--- config.mk ---
export PLATFORM = sky130hd
export DESIGN_NAME = mna_response_sequencer
export DESIGN_NICKNAME = d
export VERILOG_FILES = /design/src/rtl/mna_pkg.sv /design/src/rtl/mna_resp_watchdog.sv /design/src/rtl/mna_response_sequencer.sv
export SDC_FILE = /design/constraint.sdc
export NUM_CORES = 1
export LEC_CHECK = 0
export ABC_AREA = 1
export CAP_MARGIN = 15
export CORE_MARGIN = 2
export CORE_UTILIZATION = 48
export DETAILED_ROUTE_END_ITERATION = 16
export PLACE_DENSITY = 0.85
export SETUP_SLACK_MARGIN = 0.3
export SLEW_MARGIN = 20
export SYNTH_ARGS = -nofsm -noshare
export SYNTH_HDL_FRONTEND = slang
export SYNTH_SLANG_ARGS = --single-unit
export TNS_END_PERCENT = 5
--- constraint.sdc ---
create_clock -name clk -period 2.8 [get_ports clk]
set_input_delay 0.28 -clock clk [delete_from_list [all_inputs] [get_ports clk]]
set_output_delay 0.28 -clock clk [all_outputs]
set_load 0.02 [all_outputs]
--- src/rtl/mna_pkg.sv ---
// Shared definitions for the master network adapter response path:
// flit type codes, header field positions, AXI response codes and FSM states.
package mna_pkg;

    localparam logic [1:0] FLIT_IDLE = 2'b00;
    localparam logic [1:0] FLIT_DATA = 2'b01;
    localparam logic [1:0] FLIT_HDR  = 2'b10;
    localparam logic [1:0] FLIT_RSVD = 2'b11;

    localparam int WR_BIT   = 0;
    localparam int RESP_LSB = 1;

    localparam logic [1:0] AXI_OKAY   = 2'b00;
    localparam logic [1:0] AXI_SLVERR = 2'b10;

    typedef enum logic [1:0] {
        ST_IDLE      = 2'd0,
        ST_WAIT_DATA = 2'd1,
        ST_SEND_B    = 2'd2,
        ST_SEND_R    = 2'd3
    } state_e;

endpackage

--- src/rtl/mna_resp_watchdog.sv ---
// Read-data watchdog: clearable up-counter that flags expiry when it reaches
// TIMEOUT. TIMEOUT = 0 disables expiry entirely.
module mna_resp_watchdog #(
    parameter int TIMEOUT = 255
) (
    input  logic clk,
    input  logic rst,
    input  logic clear,
    input  logic inc,
    output logic expired
);

    localparam int CNT_W = (TIMEOUT > 1) ? $clog2(TIMEOUT + 1) : 1;

    logic [CNT_W-1:0] count;

    // NOTE: sequential state uses non-blocking assignments only, so every flop samples pre-edge values.
    always_ff @(posedge clk or posedge rst) begin
        if (rst) begin
            count <= '0;
        end else if (clear) begin
            count <= '0;
        end else if (inc) begin
            count <= count + CNT_W'(1);
        end
    end

    assign expired = (TIMEOUT != 0) && (count == CNT_W'(TIMEOUT));

endmodule

--- src/rtl/mna_response_sequencer.sv ---
// Turns NoC response flits into AXI4-Lite B/R beats, one response at a time,
// with a watchdog that completes a stalled read as SLVERR.
module mna_response_sequencer
    import mna_pkg::*;
#(
    parameter int DATA_W  = 32,
    parameter int TIMEOUT = 255
) (
    input  logic              clk,
    input  logic              rst,
    input  logic [DATA_W+1:0] flit_data,
    input  logic              flit_valid,
    output logic              flit_ready,
    output logic              m_bvalid,
    output logic [1:0]        m_bresp,
    input  logic              m_bready,
    output logic              m_rvalid,
    output logic [DATA_W-1:0] m_rdata,
    output logic [1:0]        m_rresp,
    input  logic              m_rready,
    output logic              proto_err,
    output logic              timeout_err
);

    state_e              state, state_n;
    logic [1:0]          rd_resp, rd_resp_n;
    logic                bvalid_n, rvalid_n;
    logic [1:0]          bresp_n, rresp_n;
    logic [DATA_W-1:0]   rdata_n;
    logic                proto_n, timeout_n;
    logic                wd_clear, wd_inc, wd_expired;

    logic [1:0] flit_type;
    logic [1:0] hdr_resp;
    logic       hdr_write;
    logic       accept;

    assign flit_type  = flit_data[DATA_W+1:DATA_W];
    assign hdr_resp   = flit_data[RESP_LSB +: 2];
    assign hdr_write  = flit_data[WR_BIT];
    assign flit_ready = (state == ST_IDLE) || (state == ST_WAIT_DATA);
    assign accept     = flit_valid && flit_ready;

    mna_resp_watchdog #(
        .TIMEOUT (TIMEOUT)
    ) u_watchdog (
        .clk     (clk),
        .rst     (rst),
        .clear   (wd_clear),
        .inc     (wd_inc),
        .expired (wd_expired)
    );

    // NOTE: every always_comb output gets a default first so no path can infer a latch.
    always_comb begin
        state_n   = state;
        rd_resp_n = rd_resp;
        bvalid_n  = m_bvalid;
        bresp_n   = m_bresp;
        rvalid_n  = m_rvalid;
        rdata_n   = m_rdata;
        rresp_n   = m_rresp;
        proto_n   = 1'b0;
        timeout_n = 1'b0;
        wd_clear  = 1'b0;
        wd_inc    = 1'b0;

        unique case (state)
            ST_IDLE: begin
                if (accept) begin
                    unique case (flit_type)
                        FLIT_HDR: begin
                            if (hdr_write) begin
                                bresp_n  = hdr_resp;
                                bvalid_n = 1'b1;
                                state_n  = ST_SEND_B;
                            end else begin
                                rd_resp_n = hdr_resp;
                                wd_clear  = 1'b1;
                                state_n   = ST_WAIT_DATA;
                            end
                        end
                        FLIT_DATA, FLIT_RSVD: proto_n = 1'b1;
                        FLIT_IDLE: ;
                    endcase
                end
            end

            ST_WAIT_DATA: begin
                if (accept && flit_type == FLIT_DATA) begin
                    // A data flit beats a watchdog expiry in the same cycle.
                    rdata_n  = flit_data[DATA_W-1:0];
                    rresp_n  = rd_resp;
                    rvalid_n = 1'b1;
                    state_n  = ST_SEND_R;
                end else begin
                    wd_inc = 1'b1;
                    if (accept && (flit_type == FLIT_HDR || flit_type == FLIT_RSVD)) begin
                        proto_n = 1'b1;
                    end
                    if (wd_expired) begin
                        rdata_n   = '0;
                        rresp_n   = AXI_SLVERR;
                        rvalid_n  = 1'b1;
                        timeout_n = 1'b1;
                        state_n   = ST_SEND_R;
                    end
                end
            end

            ST_SEND_B: begin
                if (m_bready) begin
                    bvalid_n = 1'b0;
                    state_n  = ST_IDLE;
                end
            end

            ST_SEND_R: begin
                if (m_rready) begin
                    rvalid_n = 1'b0;
                    state_n  = ST_IDLE;
                end
            end

            default: state_n = ST_IDLE;
        endcase
    end

    always_ff @(posedge clk or posedge rst) begin
        if (rst) begin
            state       <= ST_IDLE;
            rd_resp     <= AXI_OKAY;
            m_bvalid    <= 1'b0;
            m_bresp     <= AXI_OKAY;
            m_rvalid    <= 1'b0;
            m_rdata     <= '0;
            m_rresp     <= AXI_OKAY;
            proto_err   <= 1'b0;
            timeout_err <= 1'b0;
        end else begin
            state       <= state_n;
            rd_resp     <= rd_resp_n;
            m_bvalid    <= bvalid_n;
            m_bresp     <= bresp_n;
            m_rvalid    <= rvalid_n;
            m_rdata     <= rdata_n;
            m_rresp     <= rresp_n;
            proto_err   <= proto_n;
            timeout_err <= timeout_n;
        end
    end

endmodule

Word level (Yosys, flattened, before mapping)
Cells that the tools add are included.

word-level totals
  bits in registers = 52
  input bits = 39
  output and inout bits = 41
  word-level logic and storage cells = 79

cells by class
  add/sub/neg operators = 1
  equality and inequality tests = 13
  mux-type cells = 37
  bitwise operators = 1
  reductions and logical operators = 17

operators by type and width
  cell                                                 count
  two-way mux 32 bit                                   2
  two-way mux 1 bit                                    20
  two-way mux 2 bit                                    9
  two-way mux 8 bit                                    2
  AND reduction 5 bit                                  2
  adder 8 x 1 -> 8 bit, second input constant          1
  equality test 2 bit, second input constant           4
  equality test 8 bit, second input constant           1
  != test 2 bit, second input constant                 4
  case mux 2 bit (4 select lines)                      1
  AND reduction 4 bit                                  2
  nonzero test 2 bit                                   4
  case mux 1 bit (2 select lines)                      3
  equality test 2 x 1 -> 1 bit, second input constant  2
  logical AND 1 bit                                    3
  != test 3 x 1 -> 1 bit, second input constant        1
  AND reduction 3 bit                                  1
  zero test 2 bit                                      1
  logical OR 1 bit                                     2
  != test 2 x 1 -> 1 bit, second input constant        1
  AND reduction 2 bit                                  1
  OR reduction 2 bit                                   1
  inverter 1 bit                                       1

Depth between registers and ports, before layout
Gate-level depths: netlist of run 1.

  depth in word-level cells = 8
  gate-level depth with buffers = 9
  gate-level depth less buffers = 9

Modules after synthesis
Synthesis of run 1 repeated with hierarchy kept, for this count alone.

unflattened totals
  cell total of the unflattened synthesis = 261
  area total of the unflattened synthesis = 2247.2 um^2

by module, submodules not included
  module                  times used  cells each  area an instance (um^2)  seq. area each (um^2)
  mna_response_sequencer  1           209         1816.7                   1101.1
  mna_resp_watchdog       1           52          430.4                    200.2

Least setup slack after synthesis of run 1
No wires, ideal clock.

  path type = register -> register
  start point = register u_watchdog.count[0]
  end point = register m_rvalid
  library setup time = 120 ps
  arrival time = 1220 ps
  required time = 2680 ps
  setup slack = 1459 ps
  cell stages (with the launch flop) = 9
  path buffers = 1
  period minus slack after synthesis = 1341 ps
  cell sequence = dfrtp_1 ha_1 nand2_1 nor2_1 nand2_1 nand2_1 nand2_2 buf_2 nand2_1

on the way
  longest elaborated chain between the ends = 3

RTL lines
  item                              RTL line                       text
  from (decl)                       mna_resp_watchdog.sv:15        logic [CNT_W-1:0] count;
  from (signal assigned)            mna_resp_watchdog.sv:24        count <= count + CNT_W'(1);
  equality test 8 bit               mna_resp_watchdog.sv:28        assign expired = (TIMEOUT != 0) && (count == CNT_W'(TIMEOUT));
  != test 3 x 1 -> 1 bit (no line)  -
  AND reduction 3 bit (no line)     -
  to (signal assigned)              mna_response_sequencer.sv:145  m_rvalid <= rvalid_n;
  to (decl)                         mna_response_sequencer.sv:17   output logic m_rvalid,

Every way passes these cells.
A chain may end at the register's enable or synchronous reset.

Final worst setup path of run 1
  start point = register state[1]
  end point = output port flit_ready

on the way
  longest elaborated chain between the ends = 2
  elaborated cells between the ends (all ways) = 3
  classes of those cells = eq/ne (1); reduce/logical (2)

RTL lines
  item                                                             RTL line                       text
  from (decl)                                                      mna_response_sequencer.sv:25   state_e state, state_n;
  from (signal assigned)                                           mna_response_sequencer.sv:141  state <= state_n;
  equality test 2 x 1 -> 1 bit or zero test 2 bit (tied branches)  mna_response_sequencer.sv:41   assign flit_ready = (state == ST_IDLE) || (state == ST_WAIT_DATA);
  logical OR 1 bit *                                               mna_response_sequencer.sv:41
  to (decl)                                                        mna_response_sequencer.sv:13   output logic flit_ready,

Every way passes the cells marked *; elsewhere a longest branch is shown, timed or not.

==> impl_metrics.toml, run 1 <==
[logic_synthesis]
synth_area_per_cell_um2 = 8.15
ys_seq_elements = 52
synth_cell_types = 20
yosysWarnings = 0
synthesis.nets = 322
ys_seq_area_share_pct = 56.6
syn_area_mm2 = 0.00230
synth_cells = 282

[clock_tree]
post_cts_buffers = 0
cts_tree = "yes"
cts_resized = 0
cts_buffer_depth = 2
cts_buffers = 5
clkSlewWorstSetupHoldPaths_ns = 0.09
cts_hold_buffers = 0
cts.sinks = 52
worstSkewPairLatency_ns = 0.31
cts-htree-levels = 2
cts_root_buf = "clkbuf_8"

[routing]
vias = 2143
viasPerCell = 5.15
drc = 0
wl_per_cell_um = 13.6
first_pass_iters = 4
initialDrtViolationCount = 170
ant_nets = 0
drt-total-wl_mm = 5.64

[die]
io_pins = 80
die-area_mm2 = 0.00536
rows = 25
core_area_mm2 = 0.00466
die_w_um = 73.2
initial_core_util_pct = 49.3
die_h_um = 73.2

[setup_path]
cp-start-kind = "register"
reg2reg_slack_ns = 0.99
reg2regPathDepth = 8
crit_type = "reg -> out"
required_ns = 2.52
crit_fanout = 9
arrival_ns = 1.53
worstReg2RegEnd = "m_rdata[0]"
end_kind = "output port"
r2r_start = "u_watchdog.count[0]"

[finish]
antennaDiodeCount = 0
utilization_pct = 69.2
final_nets = 401
areaGrowthSynthToFinish_pct = 40.4
final_layout_size_suffix_gt1_share_pct = 4.70
fin_cells = 416
final_cell_area_mm2 = 0.00322

[global_routing]
grt_pass1_wl_mm = 8.98
grt_max_degree = 37
overflow = 0
gr-usage-all-layers_pct = 21.7
grt_pass1_vias = 1923
grt_antenna_before_repair = 0

[sta]
finalSetupViolations = 0
relSlewSlack_pct = 57.8
worst_pin_slew_ns = 0.630
worst_slack_ns = 0.986
tns_ns = 0
hold_ws_ns = 0.286
slew_viol_final = 0
fmax_mhz = 551
rsz0062_at_grt = "no"
min_period_ns = 1.81
fin_crit_sh_pct = 64.8
finClkSkew_ns = 0.00268
hold_violations = 0

[run]
drv_cap = 0

[power]
ir_drop_mv = 0.592
finalPower_mw = 3.43
p_per_area_mw_per_mm2 = 1060
cellLeakagePower_nw = 1.61

[placement]
post-place-ws_ns = 0.818
place_congestion = 0.856
io_buffers = 79
hpwl_mm = 4.18
dpl.cell_count = 408
dpl-instance-area_mm2 = 0.00313

[hold_path]
hp-class = "in -> async"

[status]
outcome = "finished clean"
[cell families after synthesis]
family	share of synthesized area, %
AOI/OAI and AO/OA	4.63
adders and majority gates	0.545
buffers and inverters	5.77
DFF	56.6
and+or+nand+nor	32.4
[registers in the layout, indices dropped and copies added (netlist names), 2 cells and up]
name	count
u_watchdog.count	8
m_bresp	2
m_rdata	32
m_rresp	2
rd_resp	2
state	2
[Yosys cell counts (all sizes together)]
master,number,share of area [%]
nand3,41,8.9
nand2,112,18
nor3,2,0.44
inv,20,3.3
o211ai,1,0.33
dfrtp,52,57
buf,11,2.5
nand4,2,0.54
a21oi,2,0.44
o21ai,16,3.5
nand3b,2,0.65
nor2,19,3.4
o32ai,1,0.38
ha,1,0.54
[placed cells by master, fill, tap and decap left out, types with 2 or more instances in the layout]
cell type | synthesis | layout
inv_2 | 2 | 3
o21ai_0 | 15 | 15
clkbuf_8 | 0 | 6
nand2_1 | 111 | 111
nor2_1 | 18 | 17
nor3_1 | 2 | 2
buf_4 | 0 | 4
nand3_1 | 41 | 41
inv_1 | 18 | 17
nand3b_1 | 2 | 2
dfrtp_1 | 52 | 52
clkdlybuf4s50_1 | 0 | 79
a21oi_1 | 2 | 2
nand4_1 | 2 | 2
[worst max-delay path, cell delays in order (launching register included)]
cell             delay [ns]
dfrtp_1                0.51
inv_2                  0.11
clkdlybuf4s50_1        0.60
[where the power goes]
part / switching [mW] / leakage (nW) / internal [mW]
logic: 0.949 / 0.903 / 0.720
registers: 0.227 / 0.658 / 1.09
clock network: 0.242 / 0.0445 / 0.201
[worst max path at each step]
stage / start / endpoint / slack [ns] / depth (start not counted)
after floorplan: rst / m_bresp[0] / 1.26 / 1
after global placement: flit_valid / m_rdata[13] / 0.89 / 6
after detailed placement: flit_valid / m_rdata[22] / 0.82 / 6
after CTS: state[1] / flit_ready / 0.99 / 2
after global routing: state[0] / u_watchdog.count[4] / 0.83 / 9
final: state[1] / flit_ready / 0.99 / 2
[per-layer routing]
metal  GRT usage (%)  up-vias  routed length [µm]
met1            29.5     1006                2420
met4            5.35        0                  60
li1                -     1050                   -
met2            34.7       79                2730
met3            5.94        8                 433
met5               0        -                   0
[layout make-up]
class	instances	area (µm²)
clock buffers	7	86.3
clock inverters	1	7.51
fillers	391	1440
inverters	20	75.1
multi-input cells	199	866
flip-flops and latches	52	1300
well taps	54	67.6
repair buffers	83	821
No activity file was read; power rests on OpenSTA's default activity.
==> inputs of run 2 (changes only) <==
--- a/config.mk
+++ b/config.mk
@@ -8,9 +8,9 @@
 export ABC_AREA = 1
 export CAP_MARGIN = 15
 export CORE_MARGIN = 2
-export CORE_UTILIZATION = 48
+export CORE_UTILIZATION = 45
 export DETAILED_ROUTE_END_ITERATION = 16
-export PLACE_DENSITY = 0.85
+export PLACE_DENSITY = 0.81
 export SETUP_SLACK_MARGIN = 0.3
 export SLEW_MARGIN = 20
 export SYNTH_ARGS = -nofsm -noshare
==> constraint.sdc (replaced) <==
create_clock -name clk -period 1.8 [get_ports clk]
set_input_delay 0.18 -clock clk [delete_from_list [all_inputs] [get_ports clk]]
set_output_delay 0.18 -clock clk [all_outputs]
set_load 0.02 [all_outputs]
==> run 2 against run 1 <==
Net effect:
- total power up 63%
- critical path depth up 7
- register-to-register slack worse by 0.68 ns
- first-iteration DRC count down 62%
- final cell count up 5.5%
- non-clock buffer count up 9
- sequential share of layout area down 2.5 points
- die area up 6.3%
- critical path type is now reg -> reg
- critical endpoint is now m_rdata[14]
- largest power group unchanged
==> impl_metrics.toml, run 2 (synthesized netlist as in run 1, its figures left out) <==
[global_routing]
grt_max_degree = 37
grt_pass1_vias = 1948
grt_antenna_before_repair = 0
grt_pass1_wl_mm = 8.88
gr-usage-all-layers_pct = 20.7
overflow = 0

[sta]
finClkSkew_ns = 0.00655
rsz0062_at_grt = "yes"
worst_pin_slew_ns = 0.461
relSlewSlack_pct = 69.2
min_period_ns = 1.49
tns_ns = 0
worst_slack_ns = 0.306
finalSetupViolations = 0
fmax_mhz = 669
slew_viol_final = 0
hold_violations = 0
fin_crit_sh_pct = 83.0

[power]
switchingPower_mw = 2.26
switching_share_pct = 40.6
finalPower_mw = 5.57
seq_power_share_pct = 37.1
p_per_area_mw_per_mm2 = 1620
cellLeakagePower_nw = 1.71
internal_power_mw = 3.31
clkPwrFrac_pct = 13.6
pwr-share-comb_pct = 49.3
ir_drop_mv = 0.962

[clock_tree]
worstSkewPairLatency_ns = 0.30
cts_buffers = 5
cts_root_buf = "clkbuf_8"
cts-htree-levels = 2
cts.sinks = 52
cts_buffer_depth = 2
cts_tree = "yes"
clkSlewWorstSetupHoldPaths_ns = 0.08

[finish]
top_register = "m_rdata"
layout_common_cells = "nand2_1 (108), clkdlybuf4s50_1 (78), dfrtp_1 (51)"
final_cell_area_mm2 = 0.00344
areaGrowthSynthToFinish_pct = 49.8
reg_top3 = "m_rdata (32), u_watchdog.count (8)"
multi_input_area_um2 = 906
largest_register_ffs = 32
antennaDiodeCount = 0
final_layout_size_suffix_gt1_share_pct = 8.67
fin_cells = 439
fill_cells = 428
seq_area_mm2 = 0.00130
final_nets = 410
final_common_cell = "nand2_1"

[die]
initial_core_util_pct = 45.9
io_pins = 80
die-area_mm2 = 0.00569
rows = 26
die_h_um = 75.5
die_w_um = 75.5
core_area_mm2 = 0.00501

[routing]
wl_per_cell_um = 14.2
viasPerCell = 5.00
drc = 0
ant_nets = 0
first_pass_iters = 4
vias = 2196
initialDrtViolationCount = 65
drt-total-wl_mm = 6.25

[hold_path]
hp-class = "in -> async"

[setup_path]
end_kind = "register"
cp-start-kind = "register"
crit_type = "reg -> reg"
arrival_ns = 1.69
crit_fanout = 9
required_ns = 1.99
cpLargestDelayFamily = "simple AND/OR/NAND/NOR gates"
critPathBufInv = 1
cp_slowest_cell = "dfrtp_1"
cpPeakStageDelay_ns = 0.43
crit_chain = "ha_4 > nand2_4 > nor2_4 > nand2_2 > nand2_2 > nand2_4 > clkbuf_16 > nand2_1 > nand2_1"

[placement]
dpl-instance-area_mm2 = 0.00320
post-place-ws_ns = 0.179
hpwl_mm = 4.14
io_buffers = 79
place_congestion = 0.818
dpl.cell_count = 427

[status]
outcome = "finished clean"

[run]
drv_cap = 0
run 2: final timing paths:
| kind | from | depth (start not counted) | slack [ns] | to |
|---|---|---|---|---|
| setup / recovery | u_watchdog.count[1] | 9 | 0.31 | m_rdata[14] |
| hold / removal | rst | 2 | 0.21 | m_rdata[13] |
| setup reg to reg | u_watchdog.count[1] | 9 | 0.31 | m_rdata[14] |
| hold reg to reg | m_rdata[18] | 2 | 0.48 | m_rdata[18] |
| max in group asynchronous | rst | 3 | 1.06 | state[1] |
| min in group clk | flit_data[29] | 3 | 0.43 | m_rdata[29] |
run 2: repair_timing:
| action | CTS | global route |
|---|---|---|
| setup buffers | 0 | 1 |
| setup endpoints to repair | 1 | 55 |
| cloned | 0 | 5 |
| endpoints found under the hold margin | 0 | 0 |
| hold buffers | 0 | 0 |
| resized for setup | 2 | 11 |
| pin swaps | 0 | 2 |
run 2: final cells by class:
cell class                      instances  share of cell area (%)
Clock buffer                            5                    2.00
Clock inverter                          1                   0.872
Inverter                               20                    2.18
Multi-Input combinational cell        199                    26.3
Sequential cell                        52                    37.8
Tap cell                               70                    2.54
Timing Repair Buffer                   92                    28.2
run 2: power groups by stage:
stage          Combinational [mW]  Clock, mW  Sequential (mW)
6_report                     2.75      0.760             2.07
5_1_grt                      3.03      0.819             2.13
4_1_cts                      2.64      0.777             2.04
3_5_place_dp                 2.64          0             2.05
3_3_place_gp                 2.57          0             2.04
2_1_floorplan               0.987          0             2.49
run 2: stage by stage:
stage          hold slack (ns)  util [%]
5_1_grt                  0.256      68.7
2_1_floorplan            0.325         -
4_1_cts                  0.213      65.8
3_5_place_dp             0.458      63.8
6_report                 0.208      68.7
3_3_place_gp             0.453      63.8
run 2: worst reg2reg max path: stages (launching register included):
cell and delay, ns:
dfrtp_1 0.43, ha_4 0.18, nand2_4 0.07, nor2_4 0.12, nand2_2 0.08, nand2_2 0.09, nand2_4 0.11, clkbuf_16 0.20
nand2_1 0.06, nand2_1 0.06
run 2: routing by layer:
layer  up-vias  part of all wire, %  global-route usage, %
met5         -                    0                      0
met4         0                  1.8                   6.63
met3        13                  6.1                   5.16
met2        73                   51                   35.7
met1      1042                   41                   25.5
li1       1068                    -                      -
